`src/rtl/sevenseg_scan.sv`:
```
// Time-multiplexed common-anode seven-segment driver with per-digit blanking gap,
// double-buffered frame-aligned updates and optional leading-zero blanking.
module sevenseg_scan #(
  parameter int NUM_DIGITS   = 4,
  parameter int DIV          = 50000,
  parameter int BLANK_CYCLES = 500
) (
  input  logic                    clk,
  input  logic                    rst_n,
  input  logic                    load,
  input  logic [4*NUM_DIGITS-1:0] data_in,
  input  logic [NUM_DIGITS-1:0]   dp_in,
  input  logic                    lzb_en,
  input  logic                    blank_all,
  output logic [7:0]              segments,
  output logic [NUM_DIGITS-1:0]   digit_n,
  output logic                    frame_start
);

  localparam int PW = $clog2(DIV);
  localparam int IW = $clog2(NUM_DIGITS);
  localparam logic [PW-1:0] PRESC_LAST = PW'(DIV - 1);
  localparam logic [PW-1:0] BLANK_END  = PW'(BLANK_CYCLES);
  localparam logic [IW-1:0] INDEX_LAST = IW'(NUM_DIGITS - 1);

  logic [PW-1:0]           r_presc;
  logic [IW-1:0]           r_index;
  logic [4*NUM_DIGITS-1:0] r_shadow_data, r_active_data;
  logic [NUM_DIGITS-1:0]   r_shadow_dp, r_active_dp;
  logic                    r_pending;
  logic [7:0]              r_segments;
  logic [NUM_DIGITS-1:0]   r_digit_n;
  logic                    r_frame_start;

  logic                    w_presc_wrap;
  logic                    w_frame_wrap;
  logic                    w_in_gap;
  logic [3:0]              w_nibble;
  logic                    w_dp;
  logic [7:0]              w_seg_lit;
  logic [NUM_DIGITS-1:0]   w_lzb_mask;
  logic [NUM_DIGITS-1:0]   w_digit_sel;

  // Active-low {dp,g,f,e,d,c,b,a}, dp unlit.
  function automatic logic [7:0] seg_code(input logic [3:0] nib);
    case (nib)
      4'h0: seg_code = 8'hC0;
      4'h1: seg_code = 8'hF9;
      4'h2: seg_code = 8'hA4;
      4'h3: seg_code = 8'hB0;
      4'h4: seg_code = 8'h99;
      4'h5: seg_code = 8'h92;
      4'h6: seg_code = 8'h82;
      4'h7: seg_code = 8'hF8;
      4'h8: seg_code = 8'h80;
      4'h9: seg_code = 8'h90;
      4'hA: seg_code = 8'h88;
      4'hB: seg_code = 8'h83;
      4'hC: seg_code = 8'hC6;
      4'hD: seg_code = 8'hA1;
      4'hE: seg_code = 8'h86;
      default: seg_code = 8'h8E;
    endcase
  endfunction

  assign w_presc_wrap = (r_presc == PRESC_LAST);
  assign w_frame_wrap = w_presc_wrap && (r_index == INDEX_LAST);
  assign w_in_gap     = (r_presc < BLANK_END);
  assign w_nibble     = r_active_data[4*r_index +: 4];
  assign w_dp         = r_active_dp[r_index];
  assign w_seg_lit    = seg_code(w_nibble) & {~w_dp, 7'h7F};

  // A digit is a leading zero while every digit above it (and itself) is a zero with dp off.
  always_comb begin
    logic run;
    // NOTE: every always_comb output gets a default first so no path can infer a latch.
    w_lzb_mask = '0;
    run        = 1'b1;
    for (int k = NUM_DIGITS - 1; k >= 1; k--) begin
      run           = run & (r_active_data[4*k +: 4] == 4'h0) & ~r_active_dp[k];
      w_lzb_mask[k] = run;
    end
  end

  always_comb begin
    w_digit_sel = '0;
    for (int k = 0; k < NUM_DIGITS; k++) begin
      w_digit_sel[k] = (r_index == IW'(k));
    end
  end

  // NOTE: sequential state uses non-blocking assignments so every register samples pre-edge values.
  always_ff @(posedge clk or negedge rst_n) begin
    if (!rst_n) begin
      r_presc       <= '0;
      r_index       <= '0;
      r_shadow_data <= '0;
      r_shadow_dp   <= '0;
      r_active_data <= '0;
      r_active_dp   <= '0;
      r_pending     <= 1'b0;
      r_segments    <= 8'hFF;
      r_digit_n     <= '1;
      r_frame_start <= 1'b0;
    end else begin
      r_presc <= w_presc_wrap ? '0 : r_presc + 1'b1;
      if (w_presc_wrap) begin
        r_index <= w_frame_wrap ? '0 : r_index + 1'b1;
      end
      r_frame_start <= w_frame_wrap;

      if (w_frame_wrap && r_pending) begin
        r_active_data <= r_shadow_data;
        r_active_dp   <= r_shadow_dp;
        r_pending     <= 1'b0;
      end
      // Placed after the commit so a same-edge load keeps pending set for the next frame.
      if (load) begin
        r_shadow_data <= data_in;
        r_shadow_dp   <= dp_in;
        r_pending     <= 1'b1;
      end

      if (blank_all || w_in_gap) begin
        r_segments <= 8'hFF;
        r_digit_n  <= '1;
      end else begin
        r_segments <= (lzb_en && w_lzb_mask[r_index]) ? 8'hFF : w_seg_lit;
        r_digit_n  <= ~w_digit_sel;
      end
    end
  end

  assign segments    = r_segments;
  assign digit_n     = r_digit_n;
  assign frame_start = r_frame_start;

endmodule

```
`config.mk`:
```
export PLATFORM = sky130hd
export DESIGN_NAME = sevenseg_scan
export DESIGN_NICKNAME = d
export VERILOG_FILES = /design/src/rtl/sevenseg_scan.sv
export SDC_FILE = /design/constraint.sdc
export NUM_CORES = 1
export LEC_CHECK = 0
export ABC_CLOCK_PERIOD_IN_PS = 2700
export BUFFER_PORTS_ARGS = -buffer_cell sky130_fd_sc_hd__buf_4
export CORE_AREA = 5 5 82 84
export CTS_CLUSTER_DIAMETER = 40
export DETAILED_ROUTE_END_ITERATION = 16
export DIE_AREA = 0 0 87 89
export PLACE_DENSITY = 0.77
export SLEW_MARGIN = 5
export SYNTH_ARGS = -nofsm -noshare
export SYNTH_HDL_FRONTEND = slang
export SYNTH_SLANG_ARGS = --single-unit
```
`constraint.sdc`:
```
create_clock -name clk -period 2.7 [get_ports clk]
set_clock_uncertainty 0.05 [all_clocks]
set_input_delay 0.27 -clock clk [delete_from_list [all_inputs] [get_ports clk]]
set_output_delay 0.27 -clock clk [all_outputs]
set_load 0.05 [all_outputs]
```
== Word level (Yosys, flattened, before mapping) ==
Memories as Yosys holds them, arrays and structs flattened.
Index checks and enable logic that the tools add are counted.
Word-level totals
  memories kept: 1
  flip-flop bits (word level): 72
  logic and storage cells: 51
  ROM bits: 112
Cells by class
  shifts and indexed selects: 1
  reduce and logical (&&, ||, !) cells: 9
  add/sub/neg operators: 2
  order comparisons: 2
  mux-type cells: 11
  bitwise gates (word level): 11
  eq/ne operators: 4
Memory list
  (no name shown): depth 16, bits a word 7, rd ports 1, clocked after Yosys merged registers in 0, wr ports 0, RTL line 46  | case (nib)
Operator list (number)
  $add 16x1->16 const B: 1
  $eq 16x16->1 const B: 1
  $lt 16x9->1 const B: 1
  $mux 16: 1
  $mux 8: 2
  $shiftx 16x5->4: 1
  $logic_not 4->1: 3
  $and 8x8->8: 1
  $and 1x1->1: 5
  $bmux 1 s2: 2
  $eq 2x2->1 const B: 2
  $mux 1: 4
  $mux 4: 1
  $not 1->1: 4
  $not 4->4: 1
  $logic_and 1x1->1: 3
  $lt 2x3->1 const B: 1
  $add 2x1->2 const B: 1
  $eq 2x1->1 const B: 1
  $logic_not 2->1: 1
  $mux 2: 1
  $reduce_bool 2->1: 1
  $logic_or 1x1->1: 1

== Logic depth before layout (Yosys ltp) ==
  word-level depth: 11
  mapped depth: 8
  gate-level depth less buffers: 7

== Least setup slack after synthesis ==
OpenSTA, ideal clock, no wires.
  path kind: reg-to-reg
  from: reg r_index[0]
  to: reg r_segments[3], in the netlist segments[3]
  clock period less this slack: 2.165 ns
  stages on the path, launching flop included: 8
  data arrival time: 2.014 ns
  path slack: 0.535 ns
  cell sequence: dfrtp_1 -> buf_2 -> mux4_2 -> inv_1 -> ha_1 -> inv_1 -> mux4_2 -> nand3b_1
On the way
  longest elaborated chain between the ends: 5
  elaborated cells on any way between the ends: 8
Ends and longest elaborated chain
  start, declared: RTL line 27  | logic [IW-1:0] r_index;
  start signal, assigned: RTL line 108  | r_index <= w_frame_wrap ? '0 : r_index + 1'b1;
  $shiftx 16x5->4 / $bmux 1 s2 (equally long branches): RTL line 69, 128
  $mem_v2 16x7 / $mux 1 (equally long branches)
  $and 8x8->8 / $logic_and 1x1->1 (equally long branches): RTL line 71, 128
  $mux 8 *: RTL line 128  | r_segments <= (lzb_en && w_lzb_mask[r_index]) ? 8'hFF : w_seg_lit;
  $mux 8 *: RTL line 124  | if (blank_all || w_in_gap) begin
  end signal, assigned: RTL line 128
  end, declared: RTL line 31  | logic [7:0] r_segments;
Every way passes the cells marked *; elsewhere a longest branch is shown, timed or not. The select of a mux whose other input is x is not followed.
A chain may end at the register's enable or synchronous reset.

== Final worst setup path ==
Ends and elaborated chain as after synthesis.

==> results.sh <==
export IMPL_outcome="finished with violations"
export IMPL_violations="hold timing"
export IMPL_initial_core_util_pct=56.4
export IMPL_track_usage_pct=16.8
export IMPL_grt_pass1_wl_mm=10.0
export IMPL_syn_nets=287
export IMPL_viasPerCell=5.59
export IMPL_totalPowerFinal_mw=2.02
export IMPL_synth_area_per_cell_sq_um=13.1
export IMPL_wire_per_inst_um=15.5
export IMPL_power_leakage_nw=1.74
export IMPL_seq_area_sq_um=1820
export IMPL_crit_required_ns=2.88
export IMPL_io_pins=38
export IMPL_hp_class="in2async"
export IMPL_cts_root_buf="clkbuf_8"
export IMPL_cap_viol_max_count=0
export IMPL_ctsHoldBuffers=0
export IMPL_min_period_ns=2.36
export IMPL_hold_violations=12
export IMPL_h_tree_depth=3
export IMPL_clkPwrFrac_pct=40.1
export IMPL_setup_violations_final=0
export IMPL_clockBufferDepth=2
export IMPL_grt_overflow_total=0
export IMPL_yosysTopAreaCell="dfrtp_1"
export IMPL_drtAntennaViolNets=0
export IMPL_p_int_mw=1.60
export IMPL_path_clk_slew_ns=0.07
export IMPL_drtIter0Drc=107
export IMPL_p_per_area_nw_per_um2=528
export IMPL_cts_tree="done"
export IMPL_r2r_start="r_index[0]"
export IMPL_ys_flop_type="dfrtp_1"
export IMPL_holdWs_ns=-0.00720
export IMPL_rsz0062_at_grt="no"
export IMPL_area_growth_pct=15.9
export IMPL_power_frac_comb_pct=4.2
export IMPL_critPathArrivalTime_ns=2.55
export IMPL_clk_latency_ns=0.34
export IMPL_grt_max_degree=73
export IMPL_cts_resized=0
export IMPL_ys_types=37
export IMPL_r2r_end="segments[3]"
export IMPL_multi_input_area_sq_um=1390
export IMPL_die_area_sq_um=7740
export IMPL_die_w_um=87
export IMPL_p_sw_mw=0.418
export IMPL_layout_drive_gt1_share_pct=32.2
export IMPL_synth_common_cells="dfrtp_1 (60), mux2_2 (21), mux2_1 (20)"
export IMPL_num_fill_cells=429
export IMPL_ff2ff_path_depth=6
export IMPL_clock_fmax_ghz=0.424
export IMPL_fin_util_pct=65.4
export IMPL_fin_setup_tns_ns=0
export IMPL_routed_via_count=2070
export IMPL_nets=328
export IMPL_synth_top_area_share_pct=45.5
export IMPL_yosysSeqAreaShare_pct=55.1
export IMPL_portBuffers=37
export IMPL_netlist_area_sq_um=3300
export IMPL_ys_warn_count=0
export IMPL_peakVddDrop_uv=406
export IMPL_drtPass1Iterations=4
export IMPL_tightest_slew_ns=0.855
export IMPL_r2r_setup_slack_ns=0.34
export IMPL_drc_errors=0
export IMPL_crit_path_end_kind="flip-flop"
export IMPL_sw_frac_of_total_pct=20.7
export IMPL_antenna_found_initial=0
export IMPL_post_cts_setup_buffer_count=0
export IMPL_hpwl_mm=4.08
export IMPL_cp_max_fo=10
export IMPL_fin_crit_sh_pct=87.4
export IMPL_rows=28
export IMPL_ys_ff_latch=72
export IMPL_gp_congestion=0.832
export IMPL_diodes=0
export IMPL_grt_pass1_vias=2132
export IMPL_async_reset_ff_share_pct=100
export IMPL_wl_mm=5.73
export IMPL_cts_sinks=72
export IMPL_yosysMostFrequentCell="dfrtp_1"
export IMPL_synthCells=251
export IMPL_core_sq_um=5850
export IMPL_synth_edf_count=0
export IMPL_worstSetupPathType="reg2reg"
export IMPL_slew_viol_final=0
export IMPL_numCtsBuffers=9
export IMPL_synthTopCellsByArea="dfrtp_1 (46%), dfstp_2 (9.6%), mux2_2 (7.2%)"
export IMPL_relSlewSlack_pct=43.0
export IMPL_seqPwrFrac_pct=55.7
export IMPL_postLayoutCellArea_sq_um=3820
export IMPL_placedInstanceArea_sq_um=3640
export IMPL_cp_start_kind="flip-flop"
export IMPL_die_height_um=89
## worst max-delay path, stage by stage, from the launching register on
cell and delay (ns):
dfrtp_1 0.62, mux4_2 0.63, inv_1 0.15, ha_1 0.15, inv_1 0.05, mux4_2 0.44
nand3b_1 0.16
## metal layers
layer / vias up / global-route usage [%] / wire length (um)
met5: - / 0 / 0
met4: 0 / 8.78 / 146
met3: 13 / 5.07 / 337
met2: 58 / 25.9 / 2620
met1: 1018 / 21.4 / 2620
li1: 981 / - / -
## how the worst max path moves through the flow
stage                  endpoint  depth (start not counted)  startpoint
finish              segments[3]                          6  r_index[0]
global route        segments[3]                          6  r_index[0]
CTS                 segments[3]                          6  r_index[0]
detailed placement  segments[3]                          6  r_index[0]
global placement    segments[3]                          6  r_index[0]
floorplan           segments[3]                          7  r_index[0]
## registers in the layout, summed over array words and instances, names as in the netlist
name and flops:
r_shadow_dp 4, r_active_dp 4, segments 8, r_index 2, r_active_data 16, r_presc 16, r_pending 1, r_shadow_data 16
frame_start 1, digit_n 4
## per-stage QoR
| stage | setup slack, ns | hold slack [ns] | std cells |
|---|---|---|---|
| detailed placement | 0.344 | 0.388 | 356 |
| global placement | 0.428 | 0.386 | 356 |
| CTS | 0.333 | 0.00881 | 370 |
| floorplan | 0.535 | -0.0756 | 251 |
| finish | 0.339 | -0.00720 | 370 |
| global route | 0.212 | 0.0614 | 370 |
## cell families (layout without fill, tap and decap cells)
group                      Yosys count  count (layout)  synth area share (%)
and+or+nand+nor                     70              70                  11.9
adders and majority gates           11              11                  4.17
muxes                               51              51                  19.7
xor gates and xnor gates            12              12                  3.19
AOI/OAI and AO/OA                   16              16                  3.30
DFF                                 72              72                  55.1
buffers and inverters               19              63                  2.69
## power groups by stage
stage	sequential, mW	clock [mW]	combinational (mW)
after detailed placement	1.15	0	0.0870
after floorplan	1.14	0	0.0365
after CTS	1.12	0.836	0.0872
final	1.12	0.809	0.0842
after global routing	1.13	0.885	0.0950
after global placement	1.14	0	0.0843
## layout make-up
class	count	share of cell area, %
Sequential cell	72	47.5
Multi-Input combinational cell	160	36.5
Timing Repair Buffer	40	7.85
Clock buffer	11	3.70
Tap cell	75	2.45
Clock inverter	3	1.15
Inverter	9	0.884
## cell usage in the layout (no fill, tap or decap), types with 2 or more instances in the layout
cell / count
nand4_1: 4
ha_1: 11
o2111ai_1: 2
o21ai_0: 3
a2bb2oi_1: 2
dfstp_2: 12
inv_1: 9
and3_1: 5
nor2b_1: 6
nor4_1: 4
mux4_2: 7
mux2_1: 20
mux2_2: 21
buf_4: 40
o31ai_1: 2
a21oi_1: 4
nand2_1: 15
nand4b_1: 2
nand3_1: 10
xnor2_1: 5
dfrtp_1: 60
or4_1: 4
xor2_1: 7
nor2_1: 13
clkbuf_8: 10
mux2i_1: 3
(Power assumes the default switching activity.)
